--- src/rtl/mips_mon_pkg.sv ---
// rtl/mips_mon_pkg.sv - class codes, MIPS opcode/funct constants and decode helper
package mips_mon_pkg;

  localparam int NUM_CLS = 9;
  localparam int CLS_W   = 4;

  typedef enum logic [CLS_W-1:0] {
    CLS_ADD   = 4'd0,
    CLS_SUB   = 4'd1,
    CLS_AND   = 4'd2,
    CLS_OR    = 4'd3,
    CLS_LW    = 4'd4,
    CLS_SW    = 4'd5,
    CLS_BEQ   = 4'd6,
    CLS_J     = 4'd7,
    CLS_OTHER = 4'd8
  } cls_e;

  localparam logic [5:0] OP_RTYPE = 6'd0;
  localparam logic [5:0] OP_LW    = 6'd35;
  localparam logic [5:0] OP_SW    = 6'd43;
  localparam logic [5:0] OP_BEQ   = 6'd4;
  localparam logic [5:0] OP_J     = 6'd2;

  localparam logic [5:0] FN_ADD = 6'd32;
  localparam logic [5:0] FN_SUB = 6'd34;
  localparam logic [5:0] FN_AND = 6'd36;
  localparam logic [5:0] FN_OR  = 6'd37;

  localparam logic [3:0] SEL_CYCLE = 4'd9;
  localparam logic [3:0] SEL_DROP  = 4'd10;

  function automatic cls_e classify(input logic [5:0] op, input logic [5:0] fn);
    cls_e c;
    c = CLS_OTHER;
    case (op)
      OP_RTYPE: begin
        case (fn)
          FN_ADD:  c = CLS_ADD;
          FN_SUB:  c = CLS_SUB;
          FN_AND:  c = CLS_AND;
          FN_OR:   c = CLS_OR;
          default: c = CLS_OTHER;
        endcase
      end
      OP_LW:   c = CLS_LW;
      OP_SW:   c = CLS_SW;
      OP_BEQ:  c = CLS_BEQ;
      OP_J:    c = CLS_J;
      default: c = CLS_OTHER;
    endcase
    return c;
  endfunction

endpackage

--- src/rtl/mon_sync_fifo.sv ---
// rtl/mon_sync_fifo.sv - first-word-fall-through synchronous FIFO for trace records
module mon_sync_fifo #(
  parameter int W     = 8,
  parameter int DEPTH = 16,
  localparam int AW   = $clog2(DEPTH)
) (
  input  logic         clk,
  input  logic         rst,
  input  logic         clear,
  input  logic         push,
  input  logic         pop,
  input  logic [W-1:0] wdata,
  output logic [W-1:0] rdata,
  output logic         full,
  output logic         empty,
  output logic [AW:0]  count
);

  logic [W-1:0]  mem [DEPTH];
  logic [AW-1:0] wr_ptr;
  logic [AW-1:0] rd_ptr;
  logic          do_push;
  logic          do_pop;

  assign empty = (count == '0);
  assign full  = (count == (AW+1)'(DEPTH));

  // A pop frees the head slot first, so a push into a full FIFO still lands.
  assign do_pop  = pop & ~empty & ~clear;
  assign do_push = push & ~clear & (~full | do_pop);

  always_ff @(posedge clk or negedge rst) begin
    if (!rst) begin
      wr_ptr <= '0;
      rd_ptr <= '0;
      count  <= '0;
    end else if (clear) begin
      wr_ptr <= '0;
      rd_ptr <= '0;
      count  <= '0;
    end else begin
      if (do_push) wr_ptr <= wr_ptr + 1'b1;
      if (do_pop)  rd_ptr <= rd_ptr + 1'b1;
      case ({do_push, do_pop})
        2'b10:   count <= count + 1'b1;
        2'b01:   count <= count - 1'b1;
        default: count <= count;
      endcase
    end
  end

  always_ff @(posedge clk) begin
    if (do_push) mem[wr_ptr] <= wdata;
  end

  assign rdata = empty ? '0 : mem[rd_ptr];

endmodule

--- src/rtl/mips_retire_monitor.sv ---
// rtl/mips_retire_monitor.sv - retire classifier, saturating counters and trace FIFO
module mips_retire_monitor
  import mips_mon_pkg::*;
#(
  parameter int PC_W   = 32,
  parameter int DATA_W = 32,
  parameter int CNT_W  = 32,
  parameter int DEPTH  = 16,
  localparam int AW    = $clog2(DEPTH),
  localparam int REC_W = CLS_W + PC_W + DATA_W
) (
  input  logic              clk,
  input  logic              rst,
  input  logic              retire_valid,
  input  logic [PC_W-1:0]   retire_pc,
  input  logic [5:0]        retire_opcode,
  input  logic [5:0]        retire_funct,
  input  logic [DATA_W-1:0] retire_wd,
  input  logic              trace_en,
  input  logic              freeze,
  input  logic              clear,
  output logic              out_valid,
  input  logic              out_ready,
  output logic [REC_W-1:0]  out_data,
  input  logic [3:0]        cnt_sel,
  output logic [CNT_W-1:0]  cnt_rdata,
  output logic              ovf,
  output logic [AW:0]       fifo_count
);

  logic [CNT_W-1:0] cls_cnt [NUM_CLS];
  logic [CNT_W-1:0] cycle_cnt;
  logic [CNT_W-1:0] drop_cnt;
  logic [CNT_W-1:0] sel_val;
  cls_e             cls;
  logic             push;
  logic             fifo_full;
  logic             fifo_empty;
  logic             fifo_drop;

  assign cls  = classify(retire_opcode, retire_funct);
  assign push = retire_valid & trace_en;

  // Full implies non-empty, so out_ready alone decides whether a pop frees a slot.
  assign fifo_drop = push & ~clear & fifo_full & ~out_ready;

  always_comb begin
    sel_val = '0;
    if (cnt_sel < 4'(NUM_CLS)) sel_val = cls_cnt[cnt_sel];
    else if (cnt_sel == SEL_CYCLE) sel_val = cycle_cnt;
    else if (cnt_sel == SEL_DROP) sel_val = drop_cnt;
  end

  always_ff @(posedge clk or negedge rst) begin
    if (!rst) begin
      for (int i = 0; i < NUM_CLS; i++) cls_cnt[i] <= '0;
      cycle_cnt <= '0;
      drop_cnt  <= '0;
      cnt_rdata <= '0;
      ovf       <= 1'b0;
    end else if (clear) begin
      for (int i = 0; i < NUM_CLS; i++) cls_cnt[i] <= '0;
      cycle_cnt <= '0;
      drop_cnt  <= '0;
      cnt_rdata <= '0;
      ovf       <= 1'b0;
    end else begin
      if (!freeze) begin
        if (cycle_cnt != '1) cycle_cnt <= cycle_cnt + 1'b1;
        if (retire_valid && cls_cnt[cls] != '1) cls_cnt[cls] <= cls_cnt[cls] + 1'b1;
      end
      if (fifo_drop) begin
        ovf <= 1'b1;
        if (drop_cnt != '1) drop_cnt <= drop_cnt + 1'b1;
      end
      cnt_rdata <= sel_val;
    end
  end

  mon_sync_fifo #(
    .W     (REC_W),
    .DEPTH (DEPTH)
  ) u_fifo (
    .clk   (clk),
    .rst   (rst),
    .clear (clear),
    .push  (push),
    .pop   (out_ready),
    .wdata ({cls, retire_pc, retire_wd}),
    .rdata (out_data),
    .full  (fifo_full),
    .empty (fifo_empty),
    .count (fifo_count)
  );

  assign out_valid = ~fifo_empty;

endmodule

--- config.mk ---
export PLATFORM = sky130hd
export DESIGN_NAME = mips_retire_monitor
export DESIGN_NICKNAME = d
export VERILOG_FILES = /design/src/rtl/mips_mon_pkg.sv /design/src/rtl/mon_sync_fifo.sv /design/src/rtl/mips_retire_monitor.sv
export SDC_FILE = /design/constraint.sdc
export NUM_CORES = 2
export LEC_CHECK = 0
export CAP_MARGIN = 20
export CORE_MARGIN = 10
export CORE_UTILIZATION = 62
export DETAILED_ROUTE_END_ITERATION = 10
export PLACE_DENSITY = 0.86
export SLEW_MARGIN = 40
export SYNTH_ARGS = -nofsm -noshare
export SYNTH_HDL_FRONTEND = slang
export SYNTH_SLANG_ARGS = --single-unit
--- constraint.sdc ---
create_clock -name clk -period 8.4 [get_ports clk]
set_input_delay 1.68 -clock clk [delete_from_list [all_inputs] [get_ports clk]]
set_output_delay 1.68 -clock clk [all_outputs]
set_load 0.02 [all_outputs]
==> impl_metrics.env <==
export IMPL_wl_per_cell_um=36.8
export IMPL_grt_pass1_vias=41800
export IMPL_synth_xor_xnor_area_share_pct=1.11
export IMPL_finClkSkew_ps=36.3
export IMPL_cap_violations=0
export IMPL_reg2reg_slack_ps=4120
export IMPL_synthSimpleGateAreaFrac_pct=7.05
export IMPL_post_cts_resized=0
export IMPL_postSynthAreaPerCell_um2=16.6
export IMPL_worstMarginPinSlew_ps=975
export IMPL_worst_endpoint_required_ps=9050
export IMPL_dr_total_vias=42100
export IMPL_period_share_pct=83.6
export IMPL_post_cts_setup_buffer_count=0
export IMPL_setup_viol=0
export IMPL_whs_ps=517
export IMPL_drc_errors=0
export IMPL_ctsHoldBuffers=0
export IMPL_grt_pass1_wl_um=297000
export IMPL_p_leak_nw=24.4
export IMPL_ys_types=87
export IMPL_area_delta_synth_final_pct=14.4
export IMPL_drt_wl_total_um=203000
export IMPL_crit_fanout=23
export IMPL_clock_sinks=1486
export IMPL_worst_slack_ps=1380
export IMPL_status="completed"
export IMPL_cts_max_level=4
export IMPL_powerDensity_nw_per_um2=254
export IMPL_synth_compound_area_share_pct=7.78
export IMPL_synth_ff_type="edfxtp_1"
export IMPL_tritoncts="yes"
export IMPL_post_place_ws_ps=787
export IMPL_row_count=117
export IMPL_ios=194
export IMPL_synth_mux_area_share_pct=14.6
export IMPL_ys_warn_count=0
export IMPL_clock_fmax_ghz=0.142
export IMPL_root_buffer="clkbuf_16"
export IMPL_fp_dieH_um=340
export IMPL_synth_seq_cells=1486
export IMPL_nFillCells=5881
export IMPL_drt_iter0_drc=7489
export IMPL_postSynthCellCount=3830
export IMPL_drive_gt1_share_pct=20.7
export IMPL_first_pass_iters=9
export IMPL_synth_top_family_by_area="multiplexers"
export IMPL_worst_setup_path_start_kind="input pin"
export IMPL_grt_use_total_pct=35.0
export IMPL_path_clk_slew_ps=70
export IMPL_coreArea_um2=102000
export IMPL_min_period_ps=7020
export IMPL_antenna_found_initial=17
export IMPL_yosys_top_cells_area="edfxtp_1 52%, dfrtp_1 16%, mux4_2 14%, nor3_1 2.0%, a22o_1 1.7%"
export IMPL_ant_nets=0
export IMPL_fp_dieW_um=340
export IMPL_start_util_pct=62.4
export IMPL_hold_viol_final=0
export IMPL_setup_tns_ps=0
export IMPL_ys_seq_area_share_pct=67.2
export IMPL_nets=4112
export IMPL_globalRoute_totalOverflow=0
export IMPL_clk_path_buf_depth=3
export IMPL_drt_vias_per_instance=7.64
export IMPL_irDropWorstVdd_mv=0.245
export IMPL_rsz0062_at_grt="false"
export IMPL_drv_slew=0
export IMPL_synth_edf_count=1088
export IMPL_dpl_hpwl_um=113000
export IMPL_utilization_pct=71.4
export IMPL_gp_congestion=1.02
export IMPL_crit_type="in -> reg"
export IMPL_die_area_um2=115000
export IMPL_relSlewSlack_pct=34.8
export IMPL_io_buffers=193
export IMPL_synth_top_cell_area_share_pct=51.5
export IMPL_syn_cell_area_um2=63400
export IMPL_grt_start_max_net_pins=153
export IMPL_async_flop_share_pct=26.8
export IMPL_cts_buffers=146
export IMPL_arrival_ps=7680
export IMPL_timing_critical_path_to_type="register"
export IMPL_clk_latency_ps=790
export IMPL_syn_num_nets=3929
export IMPL_post_synth_fa_ha_maj_area_fraction_pct=0.249
export IMPL_hold_path_class="reg -> reg"
export IMPL_yosysTopAreaCell="edfxtp_1"
-- sequential cells by signal, summed over array words and instances, names as in the netlist --
| register | count |
|---|---|
| cls_cnt | 288 |
| cnt_rdata | 32 |
| cycle_cnt | 32 |
| drop_cnt | 32 |
| ovf | 1 |
| u_fifo.count | 5 |
| u_fifo.mem | 1088 |
| u_fifo.rd_ptr | 4 |
| u_fifo.wr_ptr | 4 |
-- cell usage in the layout, fill, tap and decap left out, types with 22 or more instances in the layout --
cell type / count
a211oi_1: 78
a21oi_1: 159
a222oi_1: 32
a22o_1: 123
and2_1: 75
buf_4: 97
clkbuf_1: 33
clkbuf_16: 151
clkdlybuf4s50_1: 187
clkinv_1: 24
dfrtp_1: 394
edfxtp_1: 1088
mux4_2: 404
nand2_1: 84
nand3_1: 47
nor2_1: 131
nor2b_1: 48
nor3_1: 236
nor4_1: 53
o21ai_0: 65
o22ai_1: 26
o2bb2ai_1: 24
o32ai_1: 23
or3_1: 36
xnor2_1: 22
xor2_1: 46
-- path summary, 6_finish.rpt --
kind / from / endpoint / cells past startpoint
max in group asynchronous: rst / cls_cnt[94] / 4
setup reg to reg: cls_cnt[164] / cls_cnt[80] / 11
setup / recovery: retire_opcode[1] / cls_cnt[80] / 15
hold reg to reg: ovf / ovf / 2
min in group asynchronous: rst / cnt_rdata[7] / 1
hold / removal: ovf / ovf / 2
-- metrics by stage --
step / total power (W) / cell area, um2 / instances
5_1_grt: 0.0189 / 72500 / 5507
4_1_cts: 0.0184 / 72300 / 5494
3_3_place_gp: 0.0116 / 67100 / 5213
6_report: 0.0184 / 72500 / 5510
2_1_floorplan: 0.0104 / 63400 / 3830
3_5_place_dp: 0.0118 / 67500 / 5227
-- power by group --
part / switching [W] / total (W) / internal, W
Sequential: 0.0000930 / 0.00804 / 0.00794
Clock: 0.00287 / 0.00666 / 0.00379
Combinational: 0.00199 / 0.00370 / 0.00171
Total: 0.00495 / 0.0184 / 0.0135
-- layout make-up --
cell class              instances  area (um2)  share of cell area, %
diodes                         10        25.0                 0.0345
repair buffers                328        3390                   4.68
clock buffers                 193        4030                   5.55
well taps                    1368        1710                   2.36
flip-flops and latches       1486       42600                   58.8
clock inverters                74         785                   1.08
multi-input cells            2030       19900                   27.4
inverters                      21        80.1                  0.110
-- worst max-delay path, stage by stage --
cell	delay, ps
clkdlybuf4s50_1	620
or3_1	550
nor4_2	570
nor2_4	100
inv_2	290
buf_4	430
nand2_1	440
buf_4	320
o221a_2	240
o221ai_1	90
a22oi_1	190
and4_1	350
a31oi_4	710
nand2_1	630
o21ai_0	450
-- routing by layer --
layer  up-vias  GRT usage (%)  part of all wire, %
li1      16000              -                    -
met1     21000           42.9                   32
met2      4071           55.7                   48
met3       989           10.6                   13
met4        16           19.8                  7.4
met5         -         0.0833                0.053
-- cell usage after synthesis (10+ instances only) --
| master | n |
|---|---|
| a211oi_1 | 83 |
| a21oi_1 | 159 |
| a222oi_1 | 32 |
| a22o_1 | 123 |
| a31oi_1 | 13 |
| and2_1 | 83 |
| and3_1 | 12 |
| and4_1 | 18 |
| buf_1 | 45 |
| buf_2 | 37 |
| buf_4 | 11 |
| clkbuf_1 | 199 |
| dfrtp_1 | 398 |
| edfxtp_1 | 1088 |
| ha_1 | 11 |
| inv_1 | 18 |
| mux4_2 | 404 |
| nand2_1 | 85 |
| nand3_1 | 48 |
| nand4_1 | 21 |
| nor2_1 | 139 |
| nor2b_1 | 48 |
| nor3_1 | 250 |
| nor4_1 | 54 |
| o211ai_1 | 17 |
| o21ai_0 | 65 |
| o221ai_1 | 15 |
| o22ai_1 | 26 |
| o2bb2ai_1 | 24 |
| o32ai_1 | 23 |
| or2_2 | 11 |
| or3_1 | 36 |
| or4_1 | 10 |
| xnor2_1 | 34 |
| xor2_1 | 46 |
-- cell families after synthesis --
family	count (synthesis)
flops	1486
simple gates	842
compound gates	679
mux	417
buf+inv	314
xor+xnor	80
fa+ha+maj	12
No activity file was read; power rests on OpenSTA's default activity.
